===== src/rtl/seq_chunk_adder.sv =====
`default_nettype none
// +--------------------------------------------------------------------------+
// | seq_chunk_adder                                                          |
// | Multi-cycle adder/subtractor: CHUNK bits per cycle, registered carry.    |
// | Revision: 1.0                                                            |
// +--------------------------------------------------------------------------+
module seq_chunk_adder #(
  parameter int WIDTH = 16,
  parameter int CHUNK = 4
) (
  input  logic             clk,
  input  logic             rst_n,
  input  logic             start,
  input  logic             sub,
  input  logic [WIDTH-1:0] a,
  input  logic [WIDTH-1:0] b,
  input  logic             cin,
  output logic [WIDTH-1:0] s,
  output logic             cout,
  output logic             ovf,
  output logic             busy,
  output logic             done
);

  localparam int CHUNK_SAFE = (CHUNK < 1) ? 1 : CHUNK;
  localparam int N          = WIDTH / CHUNK_SAFE;
  localparam int CNT_W      = (N > 1) ? $clog2(N) : 1;
  localparam logic [CNT_W-1:0] LAST = CNT_W'(N - 1);

  generate
    if ((CHUNK < 1) || (WIDTH < 1) || ((WIDTH % CHUNK_SAFE) != 0)) begin : g_param_check
      $error("seq_chunk_adder: WIDTH must be a non-zero multiple of CHUNK");
    end
  endgenerate

  typedef enum logic [1:0] {IDLE = 2'd0, RUN = 2'd1, DONE = 2'd2} state_t;

  state_t             state_q, state_d;
  logic [WIDTH-1:0]   a_q, b_q, acc_q, s_q;
  logic [CNT_W-1:0]   cnt_q;
  logic               cin_q, carry_q, cout_q, ovf_q;

  logic [CHUNK-1:0]   w_a_sl, w_b_sl, w_slice;
  logic               w_cin, w_cout, w_ovf;
  logic [WIDTH-1:0]   w_sum;

  // Operands shift right each RUN cycle so the active slice is always at bit 0.
  assign w_a_sl = a_q[CHUNK-1:0];
  assign w_b_sl = b_q[CHUNK-1:0];
  assign w_cin  = (cnt_q == '0) ? cin_q : carry_q;

  assign {w_cout, w_slice} = {1'b0, w_a_sl} + {1'b0, w_b_sl} + {{CHUNK{1'b0}}, w_cin};
  assign w_ovf = (w_slice[CHUNK-1] ^ w_a_sl[CHUNK-1] ^ w_b_sl[CHUNK-1]) ^ w_cout;

  // New slice enters at the top; after N cycles the first slice reaches bit 0.
  assign w_sum = (acc_q >> CHUNK) | (WIDTH'(w_slice) << (WIDTH - CHUNK));

  always_comb begin
    state_d = state_q;
    case (state_q)
      IDLE:    if (start) state_d = RUN;
      RUN:     if (cnt_q == LAST) state_d = DONE;
      DONE:    state_d = IDLE;
      default: state_d = IDLE;
    endcase
  end

  always_ff @(posedge clk or negedge rst_n) begin
    if (!rst_n) begin
      state_q <= IDLE;
      a_q     <= '0;
      b_q     <= '0;
      acc_q   <= '0;
      s_q     <= '0;
      cnt_q   <= '0;
      cin_q   <= 1'b0;
      carry_q <= 1'b0;
      cout_q  <= 1'b0;
      ovf_q   <= 1'b0;
    end else begin
      state_q <= state_d;
      case (state_q)
        IDLE: begin
          if (start) begin
            a_q     <= a;
            b_q     <= sub ? ~b : b;
            cin_q   <= cin ^ sub;
            carry_q <= 1'b0;
            cnt_q   <= '0;
            acc_q   <= '0;
          end
        end
        RUN: begin
          a_q     <= a_q >> CHUNK;
          b_q     <= b_q >> CHUNK;
          acc_q   <= w_sum;
          carry_q <= w_cout;
          cnt_q   <= cnt_q + CNT_W'(1);
          if (cnt_q == LAST) begin
            s_q    <= w_sum;
            cout_q <= w_cout;
            ovf_q  <= w_ovf;
          end
        end
        default: ;
      endcase
    end
  end

  assign s    = s_q;
  assign cout = cout_q;
  assign ovf  = ovf_q;
  assign busy = (state_q != IDLE);
  assign done = (state_q == DONE);

endmodule
`default_nettype wire


===== config.mk =====
export PLATFORM = sky130hd
export DESIGN_NAME = seq_chunk_adder
export DESIGN_NICKNAME = d
export VERILOG_FILES = /design/src/rtl/seq_chunk_adder.sv
export SDC_FILE = /design/constraint.sdc
export NUM_CORES = 1
export LEC_CHECK = 0
export CAP_MARGIN = 40
export CORE_MARGIN = 8
export CORE_UTILIZATION = 45
export CTS_CLUSTER_DIAMETER = 60
export DETAILED_ROUTE_END_ITERATION = 10
export HOLD_SLACK_MARGIN = 0.03
export PLACE_DENSITY = 0.7
export SKIP_CTS_REPAIR_TIMING = 1
export SLEW_MARGIN = 20
export SYNTH_ARGS = -nofsm -noshare
export SYNTH_HDL_FRONTEND = slang
export SYNTH_SLANG_ARGS = --single-unit
export TNS_END_PERCENT = 30

===== constraint.sdc =====
create_clock -name clk -period 2.9 [get_ports clk]
set_input_delay 0.87 -clock clk [delete_from_list [all_inputs] [get_ports clk]]
set_output_delay 0.87 -clock clk [all_outputs]
set_load 0.05 [all_outputs]

## Word level (Yosys, flattened, before mapping)

Cells that the tools add are included.
Widths: inputs -> output; s select.

| operators by class | value |
|---|---|
| multiplexer cells | 15 |
| bitwise gates (word level) | 6 |
| reduce and logical (&&, ||, !) cells | 8 |
| equality and inequality tests | 5 |
| add/subtract/negate cells | 3 |

Operators with widths:

| kind | number |
|---|---|
| $pmux 16 s2 | 3 |
| $mux 16 | 4 |
| $not 16->16 | 1 |
| $or 12x16->16 | 1 |
| $pmux 2 s2 | 2 |
| $reduce_and 2->1 | 4 |
| $mux 2 | 3 |
| $add 4x4->5 | 1 |
| $add 5x1->5 | 1 |
| $eq 2x2->1 const B | 2 |
| $logic_not 2->1 | 2 |
| $ne 2x2->1 const B | 2 |
| $reduce_bool 2->1 | 2 |
| $xor 1x1->1 | 4 |
| $add 2x1->2 const B | 1 |
| $eq 2x1->1 const B | 1 |
| $mux 1 | 2 |
| $pmux 1 s2 | 1 |

| word-level totals | value |
|---|---|
| word-level logic and storage cells | 47 |
| output and inout port bits | 20 |
| bits of input ports | 37 |
| bits in registers | 72 |

## Logic depth before layout (Yosys ltp)

Gate-level depths: netlist of run 1.

| logic depth | value |
|---|---|
| depth in word-level cells | 6 |
| gate-level depth with buffers | 10 |
| mapped depth without buffers | 10 |

## Worst setup path after synthesis of run 1

OpenSTA, ideal clock, no wires.

| timing path | value |
|---|---|
| path type | flip-flop to flip-flop |
| start point | reg cnt_q[0] |
| end point | reg ovf_q (netlist: ovf) |
| path slack | 0.598 ns |
| arrival time | 2.175 ns |
| period minus slack after synthesis | 2.302 ns |
| required time | 2.773 ns |
| setup time | 0.127 ns |
| stages on the path, launching flop included | 11 |
| path buffers | 0 |
| path through | dfrtp_1 inv_1 ha_1 mux2i_1 fa_1 fa_1 nand2b_1 o2bb2ai_1 xnor2_1 xnor2_1 o21ai_0 |

| on the way | value |
|---|---|
| word-level cells in the longest chain between the ends | 6 |
| elaborated cells between the ends (all ways) | 8 |
| classes of those cells | add/sub: 1; eq/ne: 1; mux: 1; bitwise: 3; reduce/logical: 2 |

Ends and longest elaborated chain:

| item | line | text |
|---|---|---|
| from (decl) | 40 | `logic [CNT_W-1:0] cnt_q;` |
| from (signal assigned) | 98 | `cnt_q <= cnt_q + CNT_W'(1);` |
| $logic_not 2->1 | 50 | `assign w_cin = (cnt_q == '0) ? cin_q : carry_q;` |
| $mux 1 | 50 |  |
| $add 5x1->5 | 52 | `assign {w_cout, w_slice} = {1'b0, w_a_sl} + {1'b0, w_b_sl} + {{CHUNK{1'b0}}, w_cin};` |
| $xor 1x1->1 (3 in series) | 53 | `assign w_ovf = (w_slice[CHUNK-1] ^ w_a_sl[CHUNK-1] ^ w_b_sl[CHUNK-1]) ^ w_cout;` |
| to (signal assigned) | 102 | `ovf_q <= w_ovf;` |
| to (decl) | 41 | `logic cin_q, carry_q, cout_q, ovf_q;` |

Parallel ways exist; a longest one is shown, timed or not.
A chain may end at the register's enable or synchronous reset.

## Worst setup path after layout of run 1

| timing path | value |
|---|---|
| start point | reg state_q[0] |
| end point | out busy |

| on the way | value |
|---|---|
| word-level cells in the longest chain between the ends | 1 |

Ends and longest elaborated chain:

| item | line | text |
|---|---|---|
| from (decl) | 38 | `state_t state_q, state_d;` |
| from (signal assigned) | 81 | `state_q <= state_d;` |
| $reduce_bool 2->1 | 113 | `assign busy = (state_q != IDLE);` |
| to (decl) | 21 | `output logic busy,` |

Every way passes these cells.

==> reports/summary.txt, run 1 <==
outcome: finished, final reports clean
Initial Utilization: 0.4618
total grt overflow: 0
WP data arrival: 1680 ps
Hold WC Path Type: register to register
grt met3 use: 0.03383
setup TNS: 0 ps
die height: 99.04 um
IO buf count: 56
Die Area: 9809 um2
NumNets Final: 395
Max Fclk: 0.3923 GHz
DP HPWL: 4493 um
actual slew at the worst max-slew pin: 638.8 ps
synthesized flop and latch total: 68
crit path buf inv count: 2
Finished Layout Cells: 435
CP peak stage delay: 700 ps
largest family of logic cells by synthesized area: simple AND/OR/NAND/NOR gates
Sw Ratio: 0.4179
Synth Area in Simple Gates: 0.1331
Global Route met1 Usage: 0.1802
GRT Overall Usage: 0.1387
Synth Cell Area: 3103 um2
Synth Area in Compound Gates: 0.1230
mean area per synthesized cell: 10.45 um2
endpoints failing setup: 0
Post-Syn Nets: 341
detailed-route DRC error count: 0
cells on worst reg2reg path: 10
vias per cell: 5.193
CTS tree: yes
Final ANT Viol Nets: 0
worst hold path depth: 2
Comb power frac: 0.493
antenna violations before repair: 0
die width: 99.04 um
Final Hold Fails: 0
post-synthesis mux area share: 0.05524
final worst-path cycle share: 0.8790
Worst EP required: 2030 ps
Cell Pwr Density: 1220 nW/um2
Setup Crit Path Kind: register to output port
Synth Warn #: 0
total number of vias: 2259
largest net degree at the start of global routing: 49
Critical R2R Capture: ovf
Int Power: 2.768 mW
NetSw: 1.987 mW
Antenna Cells: 0
critical path capture point type: output port
number of global-route vias before repair: 2353
critical path's top delay family: buffers and inverters
routed wire length: 6250 um
HP Start: s[13]
io pins: 57
htree depth: 3
drt pass-1 iters: 4
area growth from synthesis to layout: 25.60%
layout cell share with drive strength beyond 1: 0.1014
Clk pwr share: 0.158
CTS Buf Count: 9
Core ar.: 6719 um2
Mapped Cells: 297
CP Max Fanout: 4
RSZ-0062 raised after global routing: false
CP max stage cell: clkdlybuf4s50_1
Core Util, Final: 0.5801
Seq/Total Area, Yosys: 0.5484
CP Launch Type: register
first-pass GRT wire length: 11120 um
row count: 30
hold endpoint: s[13]
Max Cap Viol: 0
FF-to-FF Start: cnt_q[0]
Skew-Pair Late Insertion Delay: 340 ps
busiest grt layer: met2
Synth Area in XOR/XNOR: 0.06210
Slew Limit Headroom: 0.5722
skew final: 8.456 ps
dpl cells: 420
min Tclk post-route: 2549 ps
most frequent cells in the layout: 68 x dfrtp_1, 58 x nand2_1, 55 x clkdlybuf4s50_1
clock slew at reported path FFs: 70 ps
clock sink count: 68
Pins Over Slew Limit: 0
met2 Use GR: 0.2105
CTS Root Cell: clkbuf_8
unique cell type count in the Yosys netlist: 30
adder-cell area share of the yosys netlist: 0.03306
worst-path cell chain: nor2_1 -> inv_1 -> clkdlybuf4s50_1
Final Wtd Congestion: 0.8176
Iter 0 DRT Violations: 105
crit path from: state_q[0]
worst-case clock buffer depth: 2
R2R Setup Slk: 430 ps
commonest non-fill, non-tap cell in the layout: dfrtp_1
Reg power frac: 0.349
Peak VDD IR: 465.0 uV
Routed WL per cell: 14.37 um
total leakage power: 1.735 nW
## flip-flops by register name (all words and copies together), names as in the netlist
register,cells
a_q,16
acc_q,12
cin_q,1
cout,1
cnt_q,2
b_q,16
s,16
ovf,1
carry_q,1
state_q,2
## through the flow
stage | total power, mW | hold slack (ps) | area [um2] | worst slack, ps
CTS | 4.795 | 485.7 | 3897 | 326.0
global route | 5.116 | 506.7 | 3897 | 240.0
detailed placement | 4.040 | 469.8 | 3714 | 455.0
global placement | 3.963 | 463.4 | 3714 | 534.5
finish | 4.755 | 481.5 | 3897 | 350.9
floorplan | 3.390 | 467.4 | 3103 | 597.6
## cells by family (layout without fill, tap and decap cells)
kind of cell	Yosys count	in the layout
simple gates	101	101
buf+inv	28	86
xor+xnor	22	22
compound gates	58	58
fa+ha+maj	7	7
flops	68	68
mux	13	13
## layout make-up
class                      instances  area (um2)
fill                             605        2821
sequential                        68        1702
multi-input combinational        201        1261
timing repair buffer              63       620.6
clock buffer                      13       148.9
tap                               80       100.1
clock inverter                     2       35.03
inverter                           8       30.03
## synth_stat cells (all sizes together)
cell type | number | area, um2
a211oi | 4 | 30.03
a21oi | 2 | 10.01
a221o | 12 | 120.1
a31oi | 12 | 75.07
and2 | 1 | 8.760
buf | 14 | 87.58
clkbuf | 6 | 22.52
dfrtp | 68 | 1702
fa | 2 | 40.04
ha | 5 | 62.56
inv | 8 | 30.03
mux2 | 12 | 161.4
mux2i | 1 | 10.01
nand2 | 59 | 229.0
nand2b | 2 | 12.51
nand3 | 5 | 25.02
nor2 | 32 | 122.6
nor2b | 2 | 15.02
o21ai | 26 | 130.1
o2bb2ai | 1 | 8.760
o31ai | 1 | 7.510
xnor2 | 21 | 183.9
xor2 | 1 | 8.760
## metal layers
layer / share of wire / vias to the layer above / wire [um]
li1: - / 1108 / -
met3: 0.044 / 13 / 277
met1: 0.48 / 1091 / 3002
met2: 0.45 / 47 / 2841
met5: 0 / - / 0
met4: 0.021 / 0 / 129
## power by group through the flow
stage          sequential (mW)  combinational (mW)  clock, mW
2_1_floorplan             2.00                1.39          0
5_1_grt                   1.72                2.60      0.800
3_5_place_dp              1.68                2.36          0
4_1_cts                   1.67                2.37      0.757
6_report                  1.66                2.34      0.750
3_3_place_gp              1.66                2.30          0
## tightest hold or removal path, cell delays in order, from the launching register on
cell and delay, ps:
dfrtp_1 340, nand2_1 50, o21ai_0 60
## how the worst max path moves through the flow
stage            to  depth (start not counted)
6_report       busy                          3
5_1_grt        busy                          3
4_1_cts        done                          2
3_5_place_dp    ovf                         10
3_3_place_gp    ovf                         10
2_1_floorplan   ovf                         10
No activity file was read; power rests on OpenSTA's default activity.
==> inputs of run 2 (changes only) <==
CORE_UTILIZATION = 47   (was 45)
PLACE_DENSITY = 0.76   (was 0.7)
clock period = 2.1 ns   (was 2.9 ns; I/O delays follow)
==> run 2 against run 1 <==
  * The flow now finishes with violations (negative setup slack)
  * Clock power up 77%
  * Via count up 2.9%
  * Worst hold slack worse by 230 ps
  * Setup slack worse by 590 ps
  * Die area down 3.6%
  * Global-route usage up 0.44 points
  * Critical path type is now register to register
==> reports/summary.txt, run 2 (synthesis gave the netlist of run 1 again) <==
detailed-route DRC error count: 0 (unchanged)
Skew-Pair Late Insertion Delay: 350 ps (about the same)
total number of vias: 2325 (+2.9%)
skew final: 9.681 ps (+1.225 ps)
vias per cell: 5.260 (+1.3%)
CTS tree: yes
Worst EP required: 2330 ps (+300 ps)
WP data arrival: 2570 ps (+890 ps)
Sw Ratio: 0.4061 (-0.01173)
IO buf count: 56 (unchanged)
final worst-path cycle share: 1.112
Iter 0 DRT Violations: 156 (+49%)
worst-path cell chain: inv_2 -> ha_4 -> mux2i_2 -> fa_2 -> fa_2 -> nand2b_4 -> o2bb2ai_4 -> xnor2_2 -> xnor2_1 -> o21ai_1
CTS Buf Count: 9 (unchanged)
Final Wtd Congestion: 0.8161 (-0.18%)
met2 Use GR: 0.2130 (+0.002522)
number of global-route vias before repair: 2339 (-0.59%)
Global Route met1 Usage: 0.1840 (+0.003814)
Hold WC Path Type: input port to asynchronous set/reset pin
clock slew at reported path FFs: 70 ps (about the same)
CP Launch Type: register
GRT Overall Usage: 0.1431 (+0.004370)
die height: 97.26 um (-1.8%)
Final Hold Fails: 0 (unchanged)
CP peak stage delay: 420 ps (-280 ps)
FILL cells: 531 (-12%)
commonest non-fill, non-tap cell in the layout: dfrtp_1
Reg power frac: 0.321 (-0.028)
NetSw: 2.921 mW (+47%)
drt pass-1 iters: 4 (unchanged)
io pins: 57 (unchanged)
Die Area: 9459 um2 (-3.6%)
RSZ-0062 raised after global routing: true
Crit path top cell by count: fa_2
row count: 29 (-3.3%)
critical path's top delay family: adder cells
Cell Pwr Density: 1761 nW/um2 (+44%)
pre-CTS setup slack: -169.6 ps (-624.6 ps)
Slew Limit Headroom: 0.6380 (+0.06585)
Setup Crit Path Kind: register to register
routed wire length: 6520 um (+4.3%)
min Tclk post-route: 2336 ps
Pins Over Slew Limit: 0 (unchanged)
outcome: complete, but fails checks
total grt overflow: 0 (unchanged)
largest net degree at the start of global routing: 49 (unchanged)
critical path capture point type: register
PnR worst setup slack: -236.2 ps (-587.1 ps)
clock sink count: 68 (unchanged)
DP HPWL: 4597 um (+2.3%)
crit path buf inv count: 1 (-1)
Peak VDD IR: 1502 uV (+220%)
antenna violations before repair: 0 (unchanged)
CTS Root Cell: clkbuf_8
Int Power: 4.271 mW (+54%)
worst-case clock buffer depth: 2 (unchanged)
endpoints failing setup: 4 (+4)
Core ar.: 6386 um2 (-5.0%)
Routed WL per cell: 14.75 um (+2.7%)
htree depth: 3 (unchanged)
first-pass GRT wire length: 11180 um (+0.50%)
Hold Worst Slack: 256.3 ps (-225.1 ps)
violated checks: negative setup slack
Initial Utilization: 0.4859 (+0.02407)
most frequent cells in the layout: 68 x dfrtp_1, 58 x nand2_1, 35 x clkdlybuf4s50_1
total leakage power: 1.867 nW (+7.6%)
CP max stage cell: fa_2
die width: 97.26 um (-1.8%)
busiest grt layer: met2
Max Cap Viol: 0 (unchanged)
grt met3 use: 0.04196 (+0.008136)
Clk pwr share: 0.185 (+0.027)
layout cell share with drive strength beyond 1: 0.2137 (+0.1123)
area growth from synthesis to layout: 31.65%
Comb power frac: 0.494 (about the same)
CP Max Fanout: 2 (-2)
Antenna Cells: 0 (unchanged)
Final ANT Viol Nets: 0 (unchanged)
Max Fclk: 0.4280 GHz
actual slew at the worst max-slew pin: 542.9 ps (-95.88 ps)
NumNets Final: 404 (+2.3%)
## run 2: changes by cell type in the layout (fill, tap and decap cells not counted), sizes merged
| cell | previous run | this run |
|---|---|---|
| bufinv | 1 | 3 |
| buf | 8 | 37 |
| clkbuf | 13 | 10 |
| clkinvlp | 0 | 1 |
| clkdlybuf4s50 | 55 | 35 |
| clkinv | 1 | 2 |
## run 2: worst paths after layout
check	depth (start not counted)	from	slack (ps)	to
setup / recovery	10	cnt_q[1]	-240	ovf
hold / removal	1	rst_n	260	s[3]
setup reg to reg	10	cnt_q[1]	-240	ovf
hold reg to reg	2	s[13]	500	s[13]
max in group asynchronous	2	rst_n	1310	b_q[1]
min in group clk	2	s[13]	500	s[13]
## run 2: cell type report
class	instances	area (um2)	share of cell area
clock inverters	6	111.4	0.02726
multi-input cells	201	1320	0.3231
inverters	8	30.03	0.007351
clock buffers	10	137.6	0.03369
well taps	77	96.34	0.02358
repair buffers	72	688.2	0.1685
flip-flops and latches	68	1702	0.4165
## run 2: power groups by stage
stage | logic, mW | registers [mW] | clock network [mW]
final | 3.56 | 2.31 | 1.33
after global routing | 3.91 | 2.39 | 1.41
after CTS | 3.33 | 2.31 | 1.36
after detailed placement | 3.31 | 2.33 | 0
after global placement | 3.23 | 2.29 | 0
after floorplan | 1.94 | 2.76 | 0
## run 2: stage by stage
stage	util	setup TNS, ps	std cells	power, mW	area, um2
finish	0.6397	-439.1	442	7.192	4085
global placement	0.5888	-98.34	423	5.523	3760
detailed placement	0.5888	-169.6	423	5.641	3760
CTS	0.6277	-184.1	439	6.993	4009
floorplan	-	-90.66	297	4.693	3108
global route	0.6397	-915.6	442	7.710	4085
## run 2: per-layer routing
metal | part of all wire | vias up | routed length, um
met5 | 0 | - | 0
met4 | 0.020 | 0 | 131
met3 | 0.043 | 10 | 282
met2 | 0.46 | 49 | 3025
met1 | 0.47 | 1138 | 3080
li1 | - | 1128 | -
==> inputs of run 3 (changes only) <==
CORE_UTILIZATION = 52   (was 47)
PLACE_DENSITY = 0.85   (was 0.76)
clock period = 2.5 ns   (was 2.1 ns; I/O delays follow)
==> run 3 against run 2 <==
  * The run now ends clean
  * Combinational power fell by 22%
  * Final area decreased by 1.8%
  * First-iteration DRC count is 26% lower
  * Global-route usage up 1.9 points
  * Clock skew down 2.2 ps
  * Setup slack gained 380 ps
  * Routed wire length decreased by 0.48%
  * Non-clock buffer count down 5
  * Sequential cell count is the same
==> reports/summary.txt, run 3 (synthesis gave the netlist of run 1 again) <==
CTS Root Cell: clkbuf_8
total leakage power: 1.814 nW (-2.8%)
Antenna Cells: 0 (unchanged)
Iter 0 DRT Violations: 116 (-26%)
crit path from: cnt_q[0]
WP data arrival: 2570 ps (about the same)
crit path buf inv count: 1 (unchanged)
CP Launch Type: register
Final Hold Fails: 0 (unchanged)
io pins: 57 (unchanged)
FF-to-FF Start: cnt_q[0]
Max Fclk: 0.4239 GHz (-0.96%)
Max Cap Viol: 0 (unchanged)
total number of vias: 2298 (-1.2%)
Finished Layout Cells: 435 (-1.6%)
Hold Worst Slack: 335.0 ps (+78.72 ps)
CP max stage cell: fa_2
worst-path cell chain: inv_1 -> ha_1 -> mux2i_1 -> fa_2 -> fa_2 -> nand2b_1 -> o2bb2ai_1 -> xnor2_1 -> xnor2_1 -> o21ai_0
FILL cells: 439 (-17%)
detailed-route DRC error count: 0 (unchanged)
Die Area: 8696 um2 (-8.1%)
antenna violations before repair: 0 (unchanged)
Initial Utilization: 0.5304 (+0.04447)
IO buf count: 56 (unchanged)
cells on worst reg2reg path: 10 (unchanged)
NetSw: 2.359 mW (-19%)
die width: 93.25 um (-4.1%)
Sw Ratio: 0.3987 (-0.007391)
Core ar.: 5851 um2 (-8.4%)
min Tclk post-route: 2359 ps (+22.68 ps)
vias per cell: 5.283 (+0.43%)
dpl cells: 418 (-1.2%)
Hold WC Path Type: input port to asynchronous set/reset pin
CP peak stage delay: 370 ps (-50 ps)
clock slew at reported path FFs: 70 ps (about the same)
first-pass GRT wire length: 11190 um (+0.12%)
most frequent cells in the layout: 68 x dfrtp_1, 58 x nand2_1, 53 x clkdlybuf4s50_1
Final ANT Viol Nets: 0 (unchanged)
Critical R2R Capture: ovf
clock sink count: 68 (unchanged)
commonest non-fill, non-tap cell in the layout: dfrtp_1
CTS tree: yes
actual slew at the worst max-slew pin: 558.1 ps (+15.12 ps)
routed wire length: 6489 um (-0.48%)
Skew-Pair Late Insertion Delay: 340 ps (about the same)
total grt overflow: 0 (unchanged)
Peak VDD IR: 795.8 uV (-47%)
Cell Pwr Density: 1474 nW/um2 (-16%)
CTS Buf Count: 9 (unchanged)
Worst EP required: 2710 ps (+380 ps)
R2R Setup Slk: 140 ps (+380 ps)
critical path depth in cells: 10 (unchanged)
number of global-route vias before repair: 2461 (+5.2%)
Clk pwr share: 0.201 (+0.016)
layout cell share with drive strength beyond 1: 0.1222 (-0.09148)
htree depth: 3 (unchanged)
skew final: 7.512 ps (-2.169 ps)
Int Power: 3.557 mW (-17%)
critical path's top delay family: adder cells
Final Wtd Congestion: 0.8648 (+6.0%)
Reg power frac: 0.328 (+0.007)
CP endpoint: ovf
CP Max Fanout: 3 (+1)
cell area after layout: 4013 um2 (-1.8%)
Pins Over Slew Limit: 0 (unchanged)
outcome: finished, final reports clean
DP HPWL: 4582 um (-0.32%)
row count: 28 (-3.4%)
final worst-path cycle share: 0.9436 (-0.1689)
endpoints failing setup: 0 (-4)
largest net degree at the start of global routing: 36 (-27%)
drt pass-1 iters: 4 (unchanged)
Setup Crit Path Kind: register to register
Core Util, Final: 0.6858 (+0.04615)
Routed WL per cell: 14.92 um (+1.1%)
GRT Overall Usage: 0.1622 (+0.01911)
critical path capture point type: register
Slew Limit Headroom: 0.6263 (-0.01177)
area growth from synthesis to layout: 29.31%
NumNets Final: 399 (-1.2%)
Comb power frac: 0.471 (-0.023)
die height: 93.25 um (-4.1%)
placed standard-cell area: 3730 um2 (-0.80%)
worst-case clock buffer depth: 2 (unchanged)
==> run 3: cell types whose count changed in the layout (fill, tap and decap cells not counted), moves of 2 or more <==
cell             previous run  this run
buf_12                      5         1
o21ai_0                    22        25
clkbuf_1                    0         2
dlymetal6s2s_1              0         2
clkdlybuf4s50_1            35        53
buf_4                      31        10
o21ai_1                     3         1
==> run 3: final cells by class <==
cell class / instances / area, um2 / share of cell area
clock buffer: 12 / 145.1 / 0.03617
clock inverter: 4 / 120.1 / 0.02993
inverter: 8 / 30.03 / 0.007484
multi-input combinational: 201 / 1266 / 0.3156
sequential: 68 / 1702 / 0.4241
tap: 75 / 93.84 / 0.02339
timing repair buffer: 67 / 655.6 / 0.1634
==> run 3: through the flow <==
| step | setup slack (ps) | setup TNS (ps) | total power, mW |
|---|---|---|---|
| 3_5_place_dp | -12.54 | -12.54 | 4.706 |
| 3_3_place_gp | 132.2 | 0 | 4.581 |
| 2_1_floorplan | 197.6 | 0 | 3.932 |
| 6_report | 141.1 | 0 | 5.915 |
| 4_1_cts | -25.73 | -25.73 | 5.934 |
| 5_1_grt | -11.70 | -11.70 | 6.339 |
==> run 3: how the worst min path moves through the flow <==
| stage | startpoint | endpoint | slack, ps |
|---|---|---|---|
| 6_report | rst_n | s[1] | 340 |
| 5_1_grt | rst_n | s[0] | 360 |
| 4_1_cts | rst_n | s[1] | 340 |
| 3_5_place_dp | s[12] | s[12] | 480 |
| 3_3_place_gp | s[12] | s[12] | 460 |
| 2_1_floorplan | rst_n | a_q[0] | 450 |
==> run 3: worst reg2reg max path, stage by stage (launching register included) <==
cell	delay, ps
dfrtp_1	360
inv_1	60
ha_1	220
mux2i_1	150
fa_2	380
fa_2	360
nand2b_1	150
o2bb2ai_1	160
xnor2_1	180
xnor2_1	130
o21ai_0	90
==> run 3: layer usage <==
| layer | track usage | vias up | share of wire |
|---|---|---|---|
| met2 | 0.2691 | 56 | 0.50 |
| met5 | 0 | - | 0 |
| met1 | 0.1916 | 1118 | 0.43 |
| met3 | 0.04647 | 11 | 0.046 |
| li1 | - | 1113 | - |
| met4 | 0.06980 | 0 | 0.023 |
==> run 3: power groups by stage <==
stage | clock network (mW) | registers [mW] | logic (mW)
floorplan | 0 | 2.32 | 1.62
global placement | 0 | 1.92 | 2.66
detailed placement | 0 | 1.95 | 2.75
CTS | 1.20 | 1.94 | 2.79
global route | 1.25 | 2.00 | 3.09
finish | 1.19 | 1.94 | 2.79
